## src/rtl/two_comp_pipe.sv

```systemverilog
// two_comp_pipe: pipelined two's-complement pass/negate/abs/-abs unit.
// The +1 carry ripple is split into NSTAGE = DATA_WID_/CHUNK_WID_ registered
// chunk stages. Chunk 0 is resolved in stage 0, chunk 1 in stage 1, and so on.
// Chunks that are not yet resolved travel down the pipe with the finished ones.
// Optional feature macro: TWO_COMP_SAT_EN. When it is defined, an overflowing
// result saturates to the most-positive value instead of wrapping.
//
// Handshake: valid/ready, with one global advance adv = ~out_valid | out_ready.
// in_ready = adv. Every stage register, including its valid bit, shifts only
// when adv=1. An input transfer is in_valid & in_ready. An output transfer is
// out_valid & out_ready. When in_valid=0 while adv=1, a bubble (valid=0) enters.
module two_comp_pipe #(
    parameter int DATA_WID_  = 32,
    parameter int CHUNK_WID_ = 8
) (
    input  logic                 clk,
    input  logic                 rst,
    input  logic                 in_valid,
    output logic                 in_ready,
    input  logic [DATA_WID_-1:0] in_data,
    input  logic [1:0]           in_mode,
    output logic                 out_valid,
    input  logic                 out_ready,
    output logic [DATA_WID_-1:0] out_data,
    output logic                 out_ovf
);

    localparam int NSTAGE = DATA_WID_ / CHUNK_WID_;
    localparam logic [DATA_WID_-1:0] MOST_NEG = {1'b1, {(DATA_WID_-1){1'b0}}};

    logic                 w_adv;
    logic                 w_inv;
    logic                 w_in_ovf;
    logic [DATA_WID_-1:0] w_in_word;

    // Per-stage register outputs and the carry into each stage.
    logic [DATA_WID_-1:0] w_st_word [NSTAGE];
    logic                 w_st_vld  [NSTAGE];
    logic                 w_st_ovf  [NSTAGE];
    logic [NSTAGE-1:0]    w_cin;

    // Decide at the input whether this operand is inverted.
    always_comb begin
        w_inv = 1'b0;
        case (in_mode)
            2'b00:   w_inv = 1'b0;
            2'b01:   w_inv = 1'b1;
            2'b10:   w_inv = in_data[DATA_WID_-1];
            default: w_inv = ~in_data[DATA_WID_-1];
        endcase
    end

    // The one's complement is applied up front. The +1 ripples through the stages as carry.
    assign w_in_word = in_data ^ {DATA_WID_{w_inv}};
    assign w_in_ovf  = w_inv & (in_data == MOST_NEG);
    assign w_cin[0]  = w_inv;

    assign w_adv     = ~out_valid | out_ready;
    assign in_ready  = w_adv;

    assign out_valid = w_st_vld[NSTAGE-1];
    assign out_data  = w_st_word[NSTAGE-1];
    assign out_ovf   = w_st_ovf[NSTAGE-1];

    genvar k;
    generate
        for (k = 0; k < NSTAGE; k++) begin : g_stage
            logic [DATA_WID_-1:0]  w_prev_word;
            logic                  w_prev_vld;
            logic                  w_prev_ovf;
            logic [CHUNK_WID_-1:0] w_chunk_sum;
            logic [DATA_WID_-1:0]  w_next_word;
            logic [DATA_WID_-1:0]  w_store_word;
            logic [DATA_WID_-1:0]  r_word;
            logic                  r_vld;
            logic                  r_ovf;

            if (k == 0) begin : g_first
                assign w_prev_word = w_in_word;
                assign w_prev_vld  = in_valid;
                assign w_prev_ovf  = w_in_ovf;
            end else begin : g_follow
                assign w_prev_word = w_st_word[k-1];
                assign w_prev_vld  = w_st_vld[k-1];
                assign w_prev_ovf  = w_st_ovf[k-1];
            end

            if (k < NSTAGE - 1) begin : g_mid
                logic w_cout;
                logic r_carry;

                assign {w_cout, w_chunk_sum} =
                    {1'b0, w_prev_word[k*CHUNK_WID_ +: CHUNK_WID_]}
                    + (CHUNK_WID_+1)'(w_cin[k]);
                assign w_store_word = w_next_word;
                assign w_cin[k+1]   = r_carry;

                // Register the chunk carry-out for the next stage.
                always_ff @(posedge clk or posedge rst) begin
                    if (rst) begin
                        r_carry <= 1'b0;
                    end else if (w_adv) begin
                        r_carry <= w_cout;
                    end
                end
            end else begin : g_last
                // The carry out of the top chunk is not needed.
                assign w_chunk_sum =
                    w_prev_word[k*CHUNK_WID_ +: CHUNK_WID_]
                    + CHUNK_WID_'(w_cin[k]);
`ifdef TWO_COMP_SAT_EN
                localparam logic [DATA_WID_-1:0] MOST_POS = {1'b0, {(DATA_WID_-1){1'b1}}};
                assign w_store_word = w_prev_ovf ? MOST_POS : w_next_word;
`else
                assign w_store_word = w_next_word;
`endif
            end

            // Put the resolved chunk k back in place. The other chunks pass through unchanged.
            always_comb begin
                w_next_word = w_prev_word;
                w_next_word[k*CHUNK_WID_ +: CHUNK_WID_] = w_chunk_sum;
            end

            // Stage register. All stages shift together on the global advance.
            always_ff @(posedge clk or posedge rst) begin
                if (rst) begin
                    r_vld  <= 1'b0;
                    r_ovf  <= 1'b0;
                    r_word <= '0;
                end else if (w_adv) begin
                    r_vld  <= w_prev_vld;
                    r_ovf  <= w_prev_ovf;
                    r_word <= w_store_word;
                end
            end

            assign w_st_word[k] = r_word;
            assign w_st_vld[k]  = r_vld;
            assign w_st_ovf[k]  = r_ovf;
        end
    endgenerate

endmodule
```

## config.mk

```make
export PLATFORM = sky130hd
export DESIGN_NAME = two_comp_pipe
export DESIGN_NICKNAME = d
export VERILOG_FILES = /design/src/rtl/two_comp_pipe.sv
export SDC_FILE = /design/constraint.sdc
export NUM_CORES = 1
export LEC_CHECK = 0
export ABC_AREA = 0
export CORE_ASPECT_RATIO = 0.5
export CORE_MARGIN = 2
export CORE_UTILIZATION = 25
export CTS_CLUSTER_DIAMETER = 150
export CTS_CLUSTER_SIZE = 14
export DETAILED_ROUTE_END_ITERATION = 8
export PLACE_DENSITY = 0.42
export SLEW_MARGIN = 10
export SYNTH_ARGS = -nofsm -noshare
export SYNTH_HDL_FRONTEND = slang
export SYNTH_SLANG_ARGS = --single-unit
```

## constraint.sdc

```tcl
create_clock -name clk -period 14.2 [get_ports clk]
set_input_delay 2.84 -clock clk [delete_from_list [all_inputs] [get_ports clk]]
set_output_delay 2.84 -clock clk [all_outputs]
set_load 0.005 [all_outputs]
```

# [Yosys cells after proc, flatten, opt, wreduce, memory -nomap -nowiden]
# Index checks and enable logic that the tools add are counted.
[totals] in_bits=38 out_inout_bits=35 reg_bits=139
[classes] addsub=4 n_eq_ne=3 muxes=1 bitwise=5 n_reduce_logical=1
[ops] operator="32-bit == test, second input constant" n=1
[ops] operator="32-bit XOR" n=1
[ops] operator="8-bit by 1-bit adder with 9-bit output" n=3
[ops] operator="8-bit by 1-bit adder with 8-bit output" n=1
[ops] operator="1-bit case mux with 3 select lines" n=1
[ops] operator="2-bit by 1-bit == test with 1-bit output, second input constant" n=1
[ops] operator="2-bit == test, second input constant" n=1
[ops] operator="2-bit zero test" n=1
[ops] operator="1-bit NOT" n=2
[ops] operator="1-bit AND" n=1
[ops] operator="1-bit OR" n=1

# [Logic depth before layout (Yosys ltp)]
# Gate-level depths: netlist (run 1).
[depth] word_depth=4 mapped_depth=10 depth_no_buf=8

# [Least setup slack after synthesis (run 1)]
# OpenSTA, ideal clock, no wires.
[synth_timing] path_type="input port to output port" startpoint="input port out_ready" endpoint="output port in_ready" arrival_time_ns=3.624 setup_slack_ns=7.736 n_path_buf=3 stages=5 path_cell_list="nor2b_1 clkbuf_1 inv_1 clkbuf_1 clkbuf_1"
[synth_between] elab_chain_cells=1
[synth_rtl] item="from (decl)" line_no="23" rtl="input logic out_ready,"
[synth_rtl] item="1-bit OR" line_no="58" rtl="assign w_adv = ~out_valid | out_ready;"
[synth_rtl] item="to (decl)" line_no="19" rtl="output logic in_ready,"
# Every way passes these cells.

# [Worst setup path in the final report (run 1)]
# Ends and elaborated chain as after synthesis.

==> metrics, run 1 <==
DP Area=0.00705 sq mm; fin crit period=7.79 ns; Final nets=765; IO Pins=73; Die W=224 um; final WL=14,200 um; setup TNS=0 ns; Post CTS Setup Buffer Count=0; GP Congestion=0.747; ANT nets after route=0; worst skew pair latency=0.42 ns; Filler Cells Inserted=2,457; Final HPWL DP=9630 um; detailed router's first-iteration violation count=197; Top FF cell, synth=dfrtp_1; routed via count=4,277; PwrDens=208 mW/mm^2; Port-buffer cells=72; hold_buf cts=0; Antenna diodes=0; sequential share of the synthesized area=57.4%; Yosys reg bits=139; worst hold-check path type=flip-flop to flip-flop; Initial Util=25.4%; Fmax=128 MHz; wire per inst=13.5 um; family with the most delay on the worst path=buffers and inverters; hold path depth=2; Worst Hold End=g_stage[2].r_vld; Setup Crit Path Kind=input pin to output port; CTS sink count=139; Worst path most repeated cell=clkdlybuf4s50_1; critical path capture point type=output port; layout cells sized above 1=6.82%; critical path arrival=4.95 ns; Syn-to-layout area delta=27.4%; Metal-1 WL=8240 um; Max-cap violations=0; Core Footprint=0.0239 sq mm; GRT overflow=0; Syn Nets=705; final period utilization=54.9%; post-cts resize count=0; CP max FO=72; area fraction of the dominant cell type after synthesis=57.4%; YS warnings=0; clk slew on worst S/H paths=0.06 ns; height of the die=114 um; critical-path cell list=clkdlybuf4s50_1 -> nor2b_4 -> inv_4 -> clkdlybuf4s50_1; Slowest-stage cell, CP=nor2b_4; Mean Syn Cell Area=9.18 sq um; Routed met3 length=532 um; Pwr Total=1.61 mW; 1st-pass router iterations=4; die area=0.0256 sq mm; reg2reg path depth=5; Final Max Slew Viols=0; Max VDD drop=0.0622 mV; Final Skew=0.00772 ns; synth top area cells=dfrtp_1, nand2_1, xnor2_1; R2R Path Start=out_valid; required time worst endpoint=11.36 ns; CTS tree=yes; clk buf depth=2; Final setup viols=0; Synth Cell Area=0.00606 sq mm; Avg Vias per Cell=4.08; Final Util=32.3%; dpl ws=6.36 ns; htree depth=4; Worst Setup Start Kind=input pin; Final Hold Fails=0; status=complete, no violations; largest net degree at the start of global routing=103; initial antenna violation count=0; leading area contributor after synthesis=dfrtp_1; Post-synth ARST share=100%; leakage=3.49 nW; Cell variety after synth=39; drt drc=0; Final Instance Area=0.00772 sq mm; Seq. cell area=0.00348 sq mm; Worst-Margin Slew=1.02 ns; RSZ-0062 raised after global routing=no; met2 WL=5240 um; buffers plus inverters on the worst setup path=3; Post-Syn Instances=660; CTS root buf=clkbuf_16; commonest non-fill, non-tap cell in the layout=nand2_1; min-delay src=g_stage[2].r_vld; highest routed layer=met4; CP max stage delay=0.62 ns; Inserted Clock Buffers=17; reg-to-reg slack, setup=11.78 ns; vias in the first global route=4,221; Final WS setup=6.41 ns; Rel. slew slack=31.8%; first-pass GRT wire length=23,400 um; reg2reg end=g_stage[0].g_mid.r_carry; GR Util All Layers=11.8%; most frequent cells in the layout=nand2_1, dfrtp_1, clkdlybuf4s50_1; std cell rows=40; multi-input gate area in the final layout=0.00241 sq mm; Post-synth EDFFs=0
[where the power goes]
part / leakage [nW] / switching, mW / internal [mW]
clock: 0.329 / 0.165 / 0.337
sequential: 1.67 / 0.114 / 0.571
combinational: 1.49 / 0.223 / 0.196
[worst register-to-register path, delay by kind of cell, from the launching register on]
family,cells,cell delay (ns)
buffers and inverters,2,1.33
DFF,1,0.38
and+or+nand+nor,1,0.24
AOI/OAI and AO/OA,2,0.41
[synth_stat cells, types with 2 or more instances]
master	instances
nand3_1	12
ha_1	7
xor2_1	12
and3_1	5
dfrtp_1	139
a31oi_1	2
o21ai_0	28
xnor2_1	39
buf_1	2
nor4b_1	2
buf_8	3
nand4_1	2
nand2_1	286
nor3_1	2
clkbuf_1	28
nor2_1	32
nor4_1	5
inv_1	3
a21oi_1	31
[area by class of cell]
cell class | instances | area share [%]
multi-input combinational | 483 | 31.2
sequential | 139 | 45.0
timing repair buffer | 75 | 9.63
inverter | 4 | 0.324
clock buffer | 19 | 5.87
tap | 315 | 5.10
clock inverter | 13 | 2.85
[through the flow]
| stage | hold WS [ns] | cells |
|---|---|---|
| floorplan | 0.430 | 660 |
| CTS | 0.467 | 1048 |
| global route | 0.480 | 1048 |
| global placement | 0.443 | 1016 |
| detailed placement | 0.454 | 1016 |
| finish | 0.460 | 1048 |
[worst max-delay path by stage]
stage	from	to	slack, ns	depth (start not counted)
after floorplan	rst	g_stage[0].g_mid.r_carry	7.64	1
after global placement	out_ready	in_ready	6.37	4
after detailed placement	out_ready	in_ready	6.36	4
after CTS	out_ready	in_ready	6.36	4
after global routing	out_ready	in_ready	6.24	4
final	out_ready	in_ready	6.41	4
[cell families (layout without fill, tap and decap cells)]
kind of cell	after synthesis	after routing	synth area share, %
flip-flops	139	139	57.4
AND/OR/NAND/NOR	357	357	24.0
XOR/XNOR	51	51	7.37
adder cells (fa/ha/maj)	7	7	1.45
AO/OA/AOI/OAI	67	67	6.61
buffers and inverters	38	111	2.97
multiplexers	1	1	0.186
[per-layer routing]
layer,global-route usage (%),vias to the layer above
li1,-,2246
met1,18.6,1965
met2,14.8,53
met3,3.36,13
met4,4.27,0
met5,0,-
[sequential cells by signal, summed over array words and instances (netlist names)]
register / cells
g_stage.g_mid.r_carry: 3
out_data: 32
g_stage.r_vld: 3
g_stage.r_ovf: 3
g_stage.r_word: 96
out_valid: 1
out_ovf: 1
Power figures use the tool's default switching activity.
==> run 2: changes to the inputs <==
clock period = 7.2 ns   (was 14.2 ns; I/O delays follow)
==> metrics, run 2 (synthesis gave the netlist of run 1 again) <==
CTS sink count=139 (unchanged); final WL=14,400 um (was 14,200 um); hold_buf cts=0 (unchanged); Syn-to-layout area delta=25.1% (was 27.4%); reg2reg path depth=6 (was 5); Final nets=766 (was 765); worst skew pair latency=0.41 ns (was 0.42 ns); critical path capture point type=output port (unchanged); RSZ-0062 raised after global routing=no (unchanged); Metal-1 WL=8210 um (was 8240 um); clk buf depth=2 (unchanged); Inserted Clock Buffers=17 (unchanged); Port-buffer cells=72 (unchanged); Post CTS Setup Buffer Count=0 (unchanged); vias in the first global route=4,309 (was 4,221); Initial Util=25.4% (unchanged); highest routed layer=met4 (unchanged); ANT nets after route=0 (unchanged); Worst-Margin Slew=0.998 ns (was 1.02 ns); CP max stage delay=0.63 ns (was 0.62 ns); wire per inst=13.7 um (was 13.5 um); Setup Crit Path Kind=input pin to output port (unchanged); initial antenna violation count=0 (unchanged); setup TNS=0 ns (unchanged); drt drc=0 (unchanged); 1st-pass router iterations=4 (unchanged); Die W=224 um (unchanged); worst hold-check path type=flip-flop to flip-flop (unchanged); GRT overflow=0 (unchanged); Slowest-stage cell, CP=clkdlybuf4s50_1 (was nor2b_4); height of the die=114 um (unchanged); family with the most delay on the worst path=buffers and inverters (unchanged); std cell rows=40 (unchanged); Max VDD drop=0.113 mV (was 0.0622 mV); die area=0.0256 sq mm (unchanged); Biggest register=g_stage.r_word (unchanged); Worst Setup Start Kind=input pin (unchanged); detailed router's first-iteration violation count=212 (was 197); Final HPWL DP=9780 um (was 9630 um); GR Util All Layers=11.9% (was 11.8%); Antenna diodes=0 (unchanged); GP Congestion=0.757 (was 0.747); Rel. slew slack=33.5% (was 31.8%); first-pass GRT wire length=23,700 um (was 23,400 um); Core Footprint=0.0239 sq mm (unchanged); htree depth=4 (unchanged); buffers plus inverters on the worst setup path=4 (was 3); clk slew on worst S/H paths=0.05 ns (was 0.06 ns); post-cts resize count=0 (unchanged); critical-path cell list=clkdlybuf4s50_1 -> nor2b_4 -> buf_4 -> inv_4 -> clkdlybuf4s50_1 (was clkdlybuf4s50_1 -> nor2b_4 -> inv_4 -> clkdlybuf4s50_1); Final Skew=0.00620 ns (was 0.00772 ns); critical path arrival=3.46 ns (was 4.95 ns); Max-cap violations=0 (unchanged); Layout Cells excl Fill=1,048 (unchanged); final period utilization=68.0%; hold path depth=2 (unchanged); PwrDens=390 mW/mm^2 (was 208 mW/mm^2); placed cells=1,017 (was 1,016); Avg Vias per Cell=4.10 (was 4.08); most frequent cells in the layout=nand2_1, dfrtp_1, clkdlybuf4s50_1 (unchanged); CP max FO=73 (was 72); Min Hold Slack=0.462 ns (was 0.460 ns); largest net degree at the start of global routing=103 (unchanged); Final setup viols=0 (unchanged); status=complete, no violations (unchanged); layout cells sized above 1=6.55% (was 6.82%); CTS tree=yes (unchanged); Largest register FFs=96 (unchanged); required time worst endpoint=5.76 ns (was 11.36 ns); met2 WL=5340 um (was 5240 um); Fmax=204 MHz; Worst path depth=5 (was 4); Final Max Slew Viols=0 (unchanged); IO Pins=73 (unchanged); fin crit period=4.90 ns; Routed met3 length=602 um (was 532 um); Final Hold Fails=0 (unchanged); leakage=3.43 nW (was 3.49 nW); CTS root buf=clkbuf_16 (unchanged); commonest non-fill, non-tap cell in the layout=nand2_1 (unchanged); Worst path most repeated cell=clkdlybuf4s50_1 (unchanged); routed via count=4,300 (was 4,277)
run 2: path summary, 6_finish.rpt:
check / start / end / slack [ns]
max in group asynchronous: rst / g_stage[0].r_word[4] / 4.34
hold / removal: out_data[1] / out_data[1] / 0.46
min in group asynchronous: rst / out_data[27] / 1.50
setup / recovery: out_ready / in_ready / 2.30
setup reg to reg: out_valid / g_stage[1].g_mid.r_carry / 4.70
hold reg to reg: out_data[1] / out_data[1] / 0.46
run 2: per-stage QoR:
| stage | utilization (%) | total power, mW | area (sq um) | worst slack, ns |
|---|---|---|---|---|
| final | 31.7 | 2.95 | 7580 | 2.30 |
| after global routing | 31.7 | 3.20 | 7580 | 2.19 |
| after CTS | 31.7 | 3.01 | 7580 | 2.28 |
| after detailed placement | 29.6 | 2.22 | 7060 | 2.28 |
| after global placement | 29.6 | 2.20 | 7060 | 2.30 |
| after floorplan | - | 1.80 | 6060 | 2.04 |
run 2: per-layer routing:
metal / vias up / track usage [%]
li1: 2238 / -
met5: - / 0
met3: 13 / 3.85
met4: 0 / 4.04
met1: 1990 / 18.7
met2: 59 / 14.8
run 2: final cells by class:
type                    instances  area [sq um]
clock buffers                  22           474
flip-flops and latches        139          3480
well taps                     315           394
multi-input cells             483          2410
clock inverters                 9          47.5
inverters                       4          25.0
repair buffers                 76           751
fillers                      2517         16300
run 2: tightest hold or removal path: stages (launching register included):
cell and delay [ns]:
dfrtp_1 0.34, nand2_1 0.05, nand2_1 0.04
run 2: report_power, final:
group	internal, mW	leakage [nW]	switching, mW
Clock	0.460	0.265	0.311
Combinational	0.388	1.50	0.436
Sequential	1.13	1.67	0.232
Total	1.97	3.43	0.980
